$ cat config.mk
export PLATFORM = sky130hd
export DESIGN_NAME = regfile_writeback
export DESIGN_NICKNAME = d
export VERILOG_FILES = /design/src/rtl/rfwb_pkg.sv /design/src/rtl/rfwb_fifo.sv /design/src/rtl/regfile_writeback.sv
export SDC_FILE = /design/constraint.sdc
export NUM_CORES = 1
export LEC_CHECK = 0
export BUFFER_PORTS_ARGS = -buffer_cell sky130_fd_sc_hd__buf_2
export CORE_MARGIN = 4
export CORE_UTILIZATION = 30
export CTS_CLUSTER_DIAMETER = 150
export DETAILED_ROUTE_END_ITERATION = 7
export HOLD_SLACK_MARGIN = 0.12
export PLACE_DENSITY = 0.44
export SLEW_MARGIN = 20
export SYNTH_ARGS = -nofsm -noshare
export SYNTH_HDL_FRONTEND = slang
export SYNTH_SLANG_ARGS = --single-unit
$ cat constraint.sdc
create_clock -name clk -period 4.9 [get_ports clk]
set_clock_uncertainty 0.2 [all_clocks]
set_input_delay 0.245 -clock clk [delete_from_list [all_inputs] [get_ports clk]]
set_output_delay 0.245 -clock clk [all_outputs]
set_load 0.005 [all_outputs]
$ cat src/rtl/rfwb_pkg.sv
// Shared widths and the long-latency result entry type for the register-file
// write-side front end.
package rfwb_pkg;

    localparam int ADDR_W = 5;
    localparam int DATA_W = 32;
    localparam int NREGS  = 1 << ADDR_W;

    localparam logic [ADDR_W-1:0] REG_ZERO = '0;

    typedef struct packed {
        logic [ADDR_W-1:0] addr;
        logic [DATA_W-1:0] data;
    } rfwb_entry_t;

endpackage

$ cat src/rtl/rfwb_fifo.sv
// Synchronous DEPTH-entry FIFO of rfwb_entry_t; DEPTH must be a power of two
// so the pointers wrap by natural overflow.
module rfwb_fifo
    import rfwb_pkg::*;
#(
    parameter int DEPTH = 4
) (
    input  logic        clk,
    input  logic        reset,
    input  logic        push,
    input  rfwb_entry_t din,
    input  logic        pop,
    output rfwb_entry_t dout,
    output logic        full,
    output logic        empty
);

    localparam int PTR_W = $clog2(DEPTH);
    localparam logic [PTR_W:0] FULL_CNT = (PTR_W+1)'(DEPTH);

    rfwb_entry_t      mem [DEPTH];
    logic [PTR_W-1:0] wr_ptr;
    logic [PTR_W-1:0] rd_ptr;
    logic [PTR_W:0]   count;
    logic             push_ok;
    logic             pop_ok;

    // Requests against a full/empty FIFO are dropped here so callers need no guard.
    assign push_ok = push && !full;
    assign pop_ok  = pop && !empty;

    assign full  = (count == FULL_CNT);
    assign empty = (count == '0);
    assign dout  = mem[rd_ptr];

    always_ff @(posedge clk) begin
        if (push_ok) begin
            mem[wr_ptr] <= din;
        end
    end

    always_ff @(posedge clk) begin
        if (reset) begin
            wr_ptr <= '0;
            rd_ptr <= '0;
            count  <= '0;
        end else begin
            if (push_ok) wr_ptr <= wr_ptr + 1'b1;
            if (pop_ok)  rd_ptr <= rd_ptr + 1'b1;
            case ({push_ok, pop_ok})
                2'b10:   count <= count + 1'b1;
                2'b01:   count <= count - 1'b1;
                default: count <= count;
            endcase
        end
    end

endmodule

$ cat src/rtl/regfile_writeback.sv
// Sole driver of the register file write port: merges pipeline writeback with
// queued long-latency results and tracks pending destinations. Optional
// feature macro: RFWB_DRAIN_STALL_EN (adds pipe_stall, drains a full FIFO first).
module regfile_writeback
    import rfwb_pkg::*;
#(
    parameter int DEPTH = 4
) (
    input  logic              clk,
    input  logic              reset,
    input  logic              wb_valid,
    input  logic [ADDR_W-1:0] wb_addr,
    input  logic [DATA_W-1:0] wb_data,
    input  logic              lr_valid,
    output logic              lr_ready,
    input  logic [ADDR_W-1:0] lr_addr,
    input  logic [DATA_W-1:0] lr_data,
    input  logic              pend_set,
    input  logic [ADDR_W-1:0] pend_addr,
    output logic              we3,
    output logic [ADDR_W-1:0] a3,
    output logic [DATA_W-1:0] wd3,
    output logic [NREGS-1:0]  busy
`ifdef RFWB_DRAIN_STALL_EN
    ,
    output logic              pipe_stall
`endif
);

    // Long-latency handshake: a result transfers on any edge where
    // lr_valid && lr_ready; lr_ready depends only on registered FIFO state
    // (not full), and the producer holds lr_* stable while waiting.
    logic        fifo_full;
    logic        fifo_empty;
    logic        push;
    logic        pop;
    logic        wb_take;
    rfwb_entry_t head;
    rfwb_entry_t lr_entry;
    logic [NREGS-1:0] busy_next;

    assign lr_ready = !fifo_full;
    assign lr_entry = '{addr: lr_addr, data: lr_data};
    // Results for r0 complete the handshake but are never queued.
    assign push     = lr_valid && lr_ready && (lr_addr != REG_ZERO);

`ifdef RFWB_DRAIN_STALL_EN
    assign pipe_stall = fifo_full;
    assign wb_take    = wb_valid && (wb_addr != REG_ZERO) && !fifo_full;
`else
    assign wb_take    = wb_valid && (wb_addr != REG_ZERO);
`endif

    assign pop = !wb_take && !fifo_empty;

    rfwb_fifo #(.DEPTH(DEPTH)) u_fifo (
        .clk   (clk),
        .reset (reset),
        .push  (push),
        .din   (lr_entry),
        .pop   (pop),
        .dout  (head),
        .full  (fifo_full),
        .empty (fifo_empty)
    );

    // Address/data hold their last value on idle cycles; only we3 drops.
    always_ff @(posedge clk) begin
        if (reset) begin
            we3 <= 1'b0;
            a3  <= '0;
            wd3 <= '0;
        end else begin
            we3 <= wb_take || pop;
            if (wb_take) begin
                a3  <= wb_addr;
                wd3 <= wb_data;
            end else if (pop) begin
                a3  <= head.addr;
                wd3 <= head.data;
            end
        end
    end

    // Clear on drain first, then set, so a same-cycle set on the same register wins.
    always_comb begin
        busy_next = busy;
        if (pop) begin
            busy_next[head.addr] = 1'b0;
        end
        if (pend_set && (pend_addr != REG_ZERO)) begin
            busy_next[pend_addr] = 1'b1;
        end
        busy_next[0] = 1'b0;
    end

    always_ff @(posedge clk) begin
        if (reset) begin
            busy <= '0;
        end else begin
            busy <= busy_next;
        end
    end

endmodule

==> reports/qor.txt, run 1 <==
Crit Path Max Fanout: 40
TritonRoute pass-1 iters: 4
post-synthesis sequential area ratio: 68.0%
Starting DRT DRC Count: 406
initial antenna violation count: 2
Max IR drop VDD: 0.191 mV
Nets: 952
Highest Clock Rate: 318 MHz
fin crit share: 64.2%
slowest cell on the critical path: nand4_1
Final Critical Period: 3.14 ns
CP Launch Type: flip-flop
via-per-instance ratio: 4.91
final WL: 23600 um
Netlist Area Pre-Place: 8830 um^2
Port Buffer Count: 153
CP Capture Type: flip-flop
placer congestion estimate: 0.848
Initial Util: 30.6%
cell taking the most area after synthesis: edfxtp_1
slowest stage delay, CP: 0.87 ns
gate count of the mapped netlist: 624
Sum Neg Setup Slack: 0 ns
largest net degree at the start of global routing: 78
CTS tree: done
synthesized net count: 714
Worst R2R Setup Slack: 1.76 ns
WP data required: 5.04 ns
Syn Area/Cell: 14.1 um^2
total placed cells including tap cells: 1125
H-tree levels: 1
Die Footprint: 32200 um^2
Post-DP Area: 9980 um^2
# setup viols final: 0
Area Overhead vs Synth: 33.0%
root buffer cell: clkbuf_16
vias in the first global route: 6483
Setup Crit Path Kind: reg2reg
pwr/cell area: 464 nW/um^2
worst-margin pin slew: 0.921 ns
core area: 28900 um^2
I/O pins: 155
grt total ovfl: 0
Clock transition at path regs: 0.06 ns
most common cell after layout, fill and taps aside: buf_2
aggregate global-route resource usage: 14.2%
final core occ: 40.7%
dpl hpwl: 14600 um
endpoints failing hold: 0
register bit total from synthesis: 226
DRC errors left: 0
row cnt: 62
via count: 6209
chip width: 180 um
Max Root-Sink Buffers: 3
Worst Hold Class: in2reg
RSZ-0062 raised after global routing: no
outcome: complete, no violations
ANT nets after route: 0
clock latency on the worst-skew pair: 0.50 ns
Worst EP arrival: 3.29 ns
Critical Path, Cell by Cell: or3_2 > nand4_1 > o41ai_1 > a21oi_1
average wire per standard cell: 18.7 um
die extent in y: 180 um
number of synthesis warnings: 0
Num CTS Buffers: 25
top post-synthesis cells by area: edfxtp_1, dfxtp_1, mux4_2
number of gates resized after cts: 0
Pwr Total: 5.45 mW
leak pwr: 4.23 nW
pins over their slew limit: 0
Max Cap Viol: 0
most frequent cells in the layout: buf_2, edfxtp_1, nand2_1, dlygate4sd3_1, dfxtp_1
fin area: 11700 um^2
area of the multi-input gates: 2620 um^2
first-pass GRT wire length: 37000 um
fraction of layout cells with a size suffix above 1: 28.4%
worst rel slew slack: 38.6%
Yosys cell types: 42
clock sinks: 226
Non-Filler Instances: 1265
FF/Latch Area: 6010 um^2
Synth top area share: 50.3%
filler instances: 2799
==> sequential cells by signal (all words and copies together) (netlist names), named ones only <==
name	count
wd3	32
u_fifo.wr_ptr	2
u_fifo.count	3
u_fifo.mem	148
a3	5
busy	31
u_fifo.rd_ptr	2
we3	1
==> worst max-delay path: cells and delay by family, from the launching register on <==
kind	cells	cell delay [ns]
compound gates	2	0.71
flops	1	0.42
simple gates	2	1.64
==> cell families (layout without fill, tap and decap cells) <==
kind of cell,after synthesis,in the layout,synth area share [%]
flip-flops,226,226,68.0
AND/OR/NAND/NOR,182,182,8.84
adder cells (fa/ha/maj),6,6,0.936
buffers and inverters,53,309,2.55
other,1,2,0.0425
multiplexers,40,40,9.70
XOR/XNOR,5,5,0.496
AO/OA/AOI/OAI,111,111,9.40
==> report_power, final <==
group	internal [mW]	switching [mW]	leakage [nW]	total [mW]
combinational	0.468	0.762	1.82	1.23
sequential	2.24	0.118	2.00	2.36
clock	1.14	0.712	0.408	1.86
==> final cells by class <==
type,count,share of cell area (%)
multi-input combinational,345,22.3
antenna,1,0.0213
clock inverter,10,1.10
tap,384,4.09
clock buffer,35,5.90
sequential,226,51.2
timing repair buffer,257,15.2
inverter,7,0.224
==> per-layer routing <==
layer  vias to the layer above  track usage [%]  share of wire, %
li1                       2892                -                 -
met1                      3112             19.4                45
met3                        30             2.95               5.7
met5                         -                0             0.055
met2                       173             23.4                48
met4                         2             3.14               1.5
==> synth_stat cells, drive strengths merged <==
| library cell | instances |
|---|---|
| a2111o | 1 |
| a21oi | 36 |
| a311oi | 36 |
| a32oi | 2 |
| and2 | 4 |
| and3 | 1 |
| buf | 11 |
| clkbuf | 35 |
| conb | 1 |
| dfxtp | 78 |
| edfxtp | 148 |
| fa | 1 |
| ha | 5 |
| inv | 7 |
| mux2 | 1 |
| mux2i | 3 |
| mux4 | 36 |
| nand2 | 97 |
| nand2b | 3 |
| nand3 | 9 |
| nand4 | 2 |
| nor2 | 49 |
| nor2b | 2 |
| nor3 | 2 |
| nor3b | 3 |
| nor4bb | 2 |
| o211a | 1 |
| o21a | 1 |
| o21ai | 2 |
| o31ai | 2 |
| o41ai | 30 |
| or2 | 1 |
| or3 | 3 |
| or3b | 2 |
| or4 | 1 |
| or4b | 1 |
| xnor2 | 2 |
| xor2 | 3 |
==> through the flow <==
step | setup WS, ns | hold WS [ns]
2_1_floorplan | 2.39 | 0.144
6_report | 1.76 | 0.255
3_5_place_dp | 1.70 | 0.259
3_3_place_gp | 1.82 | 0.247
5_1_grt | 1.45 | 0.280
4_1_cts | 1.70 | 0.239
==> what timing repair did <==
action | 4_1_cts | 5_1_grt
hold endpoints to repair | 221 | 0
hold buffers | 94 | 0
buffers inserted | 0 | 0
==> final timing paths <==
kind | startpoint | to | cells after the start
worst min-delay path | reset | flip-flop | 3
worst max-delay path | u_fifo.count[0] | busy[1] | 4
worst max register to register | u_fifo.count[0] | busy[1] | 4
worst min register to register | busy[13] | busy[13] | 2
No activity file was read; power rests on OpenSTA's default activity.
==> run 2, diff against run 1 <==
clock period = 3.2 ns   (was 4.9 ns; I/O delays follow)
==> reports/qor.txt, run 2 (same netlist as run 1, synthesis figures left out) <==
Setup WS pre-CTS: 0.472 ns (-1.23 ns)
worst hold slack: 0.196 ns (-0.0588 ns)
CP Launch Type: input pin
pins over their slew limit: 0 (unchanged)
fin crit share: 92.3%
fraction of layout cells with a size suffix above 1: 29.5% (+1.1 points)
Die Footprint: 32200 um^2 (unchanged)
Clock transition at path regs: 0.06 ns (about the same)
leak pwr: 4.34 nW (+2.7%)
core area: 28900 um^2 (unchanged)
Max Root-Sink Buffers: 3 (unchanged)
outcome: complete, no violations
clock latency on the worst-skew pair: 0.51 ns (about the same)
slowest cell on the critical path: dlygate4sd3_1
via count: 6170 (-0.63%)
hold_sp: lr_data[7]
area of the multi-input gates: 2620 um^2 (unchanged)
worst-case reg-to-reg path depth: 6 (+2)
Critical Path Start: wb_addr[4]
filler instances: 2749 (-1.8%)
Worst Hold Class: in2reg
total placed cells including tap cells: 1132 (+0.62%)
Biggest register: u_fifo.mem
FF/Latch Area: 6010 um^2 (unchanged)
Area Overhead vs Synth: 35.6%
Max IR drop VDD: 0.350 mV (+83%)
Worst R2R Setup Slack: 0.46 ns (-1.30 ns)
TritonRoute pass-1 iters: 4 (unchanged)
grt total ovfl: 0 (unchanged)
H-tree levels: 1 (unchanged)
Clk pwr share: 36.0% (+1.9 points)
Pwr Total: 8.64 mW (+59%)
Worst EP arrival: 3.21 ns (-0.08 ns)
largest net degree at the start of global routing: 65 (-17%)
Pint: 6.14 mW (+59%)
root buffer cell: clkbuf_16
fin area: 12000 um^2 (+1.9%)
Final Critical Period: 2.95 ns
initial antenna violation count: 3 (+1)
# setup viols final: 0 (unchanged)
RSZ-0062 raised after global routing: no
worst rel slew slack: 42.6% (+4.0 points)
die extent in y: 180 um (unchanged)
chip width: 180 um (unchanged)
Nets: 966 (+1.5%)
DRC errors left: 0 (unchanged)
Setup Crit Path Kind: in2reg
FF-to-FF Start: u_fifo.count[2]
via-per-instance ratio: 4.81 (-2.0%)
slowest stage delay, CP: 0.59 ns (-0.28 ns)
Initial Util: 30.6% (unchanged)
Critical Path, Cell by Cell: dlygate4sd3_1 > buf_2 > or3_1 > o31ai_4 > buf_4 > nor2_1 > dlygate4sd3_1 > a311oi_1 > dlygate4sd3_1
dpl hpwl: 15200 um (+4.1%)
Non-Filler Instances: 1283 (+1.4%)
Gate power share: 22.7% (about the same)
CTS tree: done
Post-DP Area: 10000 um^2 (+0.53%)
register share of total power: 41.2% (-2.1 points)
placer congestion estimate: 0.835 (-1.5%)
worst-margin pin slew: 0.861 ns (-0.0599 ns)
vias in the first global route: 6460 (-0.35%)
Port Buffer Count: 153 (unchanged)
biggest registers after layout: u_fifo.mem (148), wd3 (32), busy (31)
pwr/cell area: 722 nW/um^2 (+56%)
number of gates resized after cts: 0 (unchanged)
worst r2r dst: a3[3]
most frequent cells in the layout: buf_2, edfxtp_1, dlygate4sd3_1, nand2_1, dfxtp_1
final WL: 24000 um (+1.5%)
hold path depth: 2 (-1)
Starting DRT DRC Count: 362 (-11%)
final core occ: 41.5% (+0.78 points)
ANT nets after route: 0 (unchanged)
aggregate global-route resource usage: 14.5% (+0.27 points)
Highest Clock Rate: 339 MHz
Num CTS Buffers: 26 (+4.0%)
Switch Pwr: 2.50 mW (+57%)
first-pass GRT wire length: 37600 um (+1.7%)
I/O pins: 155 (unchanged)
Top cell by count, worst path: dlygate4sd3_1
clock sinks: 226 (unchanged)
most common cell after layout, fill and taps aside: buf_2
row cnt: 62 (unchanged)
average wire per standard cell: 18.7 um (about the same)
CP Capture Type: flip-flop
Crit Path Max Fanout: 11 (-73%)
Sum Neg Setup Slack: 0 ns (unchanged)
Final Worst Setup Slack: 0.247 ns (-1.51 ns)
max reg flops: 148 (unchanged)
WP data required: 3.46 ns (-1.58 ns)
Hold EP: u_fifo.mem[2][7]
endpoints failing hold: 0 (unchanged)
switch share: 29.0% (-0.28 points)
Max Cap Viol: 0 (unchanged)
run 2: changes by cell type in the layout (fill, tap and decap cells not counted), sizes merged:
| cell | delta |
|---|---|
| buf | +7 |
| dlygate4sd3 | +6 |
| clkinv | +4 |
| clkbuf | -3 |
| clkinvlp | +2 |
| diode | +2 |
| bufinv | +1 |
| inv | -1 |
run 2: metal layers:
metal  global-route usage (%)  vias to the layer above  wire (um)
met5                        0                        -          0
met2                     24.6                      186      11600
met4                     2.53                        0        270
met3                     3.46                       25       1470
li1                         -                     2916          -
met1                     19.2                     3043      10700
run 2: how the worst max path moves through the flow:
stage	end	slack, ns	cells after the start
2_1_floorplan	u_fifo.count[2]	0.70	9
3_3_place_gp	u_fifo.count[2]	0.52	10
5_1_grt	wd3[2]	0.1	9
4_1_cts	a3[4]	0.34	9
3_5_place_dp	u_fifo.count[2]	0.47	10
6_report	wd3[2]	0.25	9
run 2: repair_timing:
action                                 4_1_cts  5_1_grt
hold buffers                               100        0
endpoints found under the hold margin      220        0
buffers inserted                             0        0
setup endpoints to repair                    0        0
run 2: power by group through the flow:
| stage | registers, mW | logic (mW) | clock network (mW) |
|---|---|---|---|
| floorplan | 3.60 | 1.19 | 0 |
| global placement | 3.61 | 1.88 | 0 |
| detailed placement | 3.63 | 1.90 | 0 |
| CTS | 3.57 | 2.02 | 3.21 |
| global route | 3.60 | 2.19 | 3.33 |
| finish | 3.57 | 1.96 | 3.12 |
run 2: final cells by class:
cell class	count	area share (%)
diodes	3	0.0627
multi-input cells	345	21.9
well taps	384	4.01
repair buffers	270	15.8
clock inverters	16	1.62
clock buffers	32	6.14
flip-flops and latches	226	50.2
inverters	7	0.220
run 2: worst max-delay path, delay by kind of cell:
family / cells / cell delay [ns]
and+or+nand+nor: 2 / 0.51
buffers and inverters: 5 / 2.07
AOI/OAI and AO/OA: 2 / 0.46
==> run 3, diff against run 2 <==
PLACE_DENSITY = 0.46   (was 0.44)
REMOVE_ABC_BUFFERS = 1   (was not set)
clock period = 2.7 ns   (was 3.2 ns; I/O delays follow)
==> reports/qor.txt, run 3 (same netlist as run 1, synthesis figures left out) <==
max reg flops: 148 (unchanged)
aggregate global-route resource usage: 14.3% (-0.19 points)
most frequent cells in the layout: buf_2, edfxtp_1, dlygate4sd3_1, nand2_1, dfxtp_1
via count: 6369 (+3.2%)
diode count: 0 (-3)
via-per-instance ratio: 4.89 (+1.7%)
final core occ: 42.2% (+0.76 points)
outcome: complete, no violations
Highest Clock Rate: 385 MHz
Max Root-Sink Buffers: 3 (unchanged)
area of the multi-input gates: 2640 um^2 (+0.81%)
Starting DRT DRC Count: 366 (+1.1%)
worst-case reg-to-reg path depth: 9 (+3)
first-pass GRT wire length: 37500 um (-0.35%)
pwr/cell area: 821 nW/um^2 (+14%)
clock latency on the worst-skew pair: 0.51 ns (about the same)
Pwr Total: 10.0 mW (+16%)
Worst EP arrival: 2.83 ns (-0.38 ns)
I/O pins: 155 (unchanged)
DRC errors left: 0 (unchanged)
row cnt: 62 (unchanged)
fin crit share: 96.2%
Critical Path, Cell by Cell: dlygate4sd3_1 > buf_2 > or4_4 > o211a_1 > inv_2 > ha_4 > inv_1 > fa_2 > xor2_1 > or3_1 > a21oi_2
Die Footprint: 32200 um^2 (unchanged)
average wire per standard cell: 18.1 um (-2.9%)
biggest registers after layout: u_fifo.mem (148), wd3 (32), busy (31)
FF/Latch Area: 6010 um^2 (about the same)
slowest cell on the critical path: dlygate4sd3_1
Hold EP: u_fifo.mem[3][16]
Final Critical Period: 2.60 ns
fraction of layout cells with a size suffix above 1: 27.9% (-1.6 points)
fin area: 12200 um^2 (+1.8%)
Port Buffer Count: 153 (unchanged)
Num CTS Buffers: 25 (-3.8%)
root buffer cell: clkbuf_16
final WL: 23600 um (-1.4%)
WP data required: 2.93 ns (-0.53 ns)
# setup viols final: 0 (unchanged)
worst rel slew slack: 50.8% (+8.2 points)
TritonRoute pass-1 iters: 4 (unchanged)
worst r2r dst: u_fifo.count[2]
Initial Util: 30.6% (unchanged)
placer congestion estimate: 0.851 (+2.0%)
H-tree levels: 1 (unchanged)
Crit Path Max Fanout: 2 (-9)
Worst Hold Class: in2reg
hold_sp: lr_data[16]
Sum Neg Setup Slack: 0 ns (unchanged)
most common cell after layout, fill and taps aside: buf_2
leak pwr: 4.43 nW (+2.0%)
vias in the first global route: 6664 (+3.2%)
pins over their slew limit: 0 (unchanged)
RSZ-0062 raised after global routing: no
die extent in y: 180 um (unchanged)
CP Capture Type: flip-flop
filler instances: 2732 (-0.62%)
Nets: 990 (+2.5%)
Max IR drop VDD: 0.457 mV (+30%)
CP Launch Type: input pin
setup bufs post-CTS: 0 (unchanged)
FF-to-FF Start: u_fifo.count[2]
Final Worst Setup Slack: 0.102 ns (-0.145 ns)
endpoints failing hold: 0 (unchanged)
Biggest register: u_fifo.mem
ANT nets after route: 0 (unchanged)
Setup Crit Path Kind: in2reg
largest net degree at the start of global routing: 76 (+17%)
Area Overhead vs Synth: 38.1%
slowest stage delay, CP: 0.57 ns (-0.02 ns)
Post-DP Area: 10100 um^2 (+0.64%)
core area: 28900 um^2 (unchanged)
grt total ovfl: 0 (unchanged)
Clock transition at path regs: 0.06 ns (about the same)
Setup WS pre-CTS: 0.0379 ns (-0.434 ns)
dpl hpwl: 14300 um (-6.0%)
worst-margin pin slew: 0.728 ns (-0.134 ns)
hold path depth: 2 (unchanged)
clock sinks: 226 (unchanged)
Worst R2R Setup Slack: 0.16 ns (-0.30 ns)
Max Cap Viol: 0 (unchanged)
CTS tree: done
chip width: 180 um (unchanged)
initial antenna violation count: 1 (-2)
## run 3: cell types whose count changed in the layout (fill, tap and decap cells not counted), sizes merged
cell / delta
dlygate4sd3: +25
clkbuf: +10
clkinv: -10
diode: -3
clkinvlp: -2
bufinv: -1
## run 3: routing by layer
layer	wire length, um	part of all wire [%]	up-vias	GRT usage [%]
met4	520	2.2	2	3.32
li1	-	-	2955	-
met3	1280	5.4	40	3.09
met2	11400	48	208	24.3
met1	10400	44	3164	18.7
met5	7	0.030	-	0
## run 3: worst max-delay path by stage
stage                          start               to  slack [ns]  cells past startpoint
after global routing      wb_addr[1]          wd3[18]        0.02                      8
after detailed placement  lr_addr[0]  u_fifo.count[2]        0.04                     10
after global placement    lr_addr[0]  u_fifo.count[2]        0.13                     10
after floorplan           wb_addr[4]            a3[2]       -2.83                      4
final                     lr_addr[3]  u_fifo.count[2]        0.10                     11
after CTS                 lr_addr[0]  u_fifo.count[2]       0.003                     11
## run 3: critical path, delay by kind of cell
kind / cells / cell delay, ns
buf+inv: 4 / 0.84
simple gates: 2 / 0.84
xor+xnor: 1 / 0.16
fa+ha+maj: 2 / 0.46
compound gates: 2 / 0.39
## run 3: power breakdown
part | leakage, nW | total (mW) | switching (mW) | internal [mW]
Clock | 0.395 | 3.40 | 1.29 | 2.11
Combinational | 2.03 | 2.38 | 1.44 | 0.944
Sequential | 2.00 | 4.22 | 0.155 | 4.07
Total | 4.43 | 10.0 | 2.89 | 7.12
## run 3: final cells by class
type                    instances  share of cell area [%]
flip-flops and latches        226                    49.3
multi-input cells             345                    21.7
repair buffers                295                    18.1
clock buffers                  42                    5.99
well taps                     384                    3.94
clock inverters                 3                   0.739
inverters                       7                   0.216
## run 3: timing repair
item,4_1_cts,5_1_grt
hold buffers,125,0
setup endpoints to repair,0,1
endpoints found under the hold margin,221,0
gates resized for setup,0,6
## run 3: stage by stage
step | hold slack, ns | cells
after CTS | 0.146 | 1302
after global routing | 0.180 | 1302
after global placement | 0.147 | 1132
final | 0.180 | 1302
after floorplan | 0.00407 | 578
after detailed placement | 0.152 | 1132
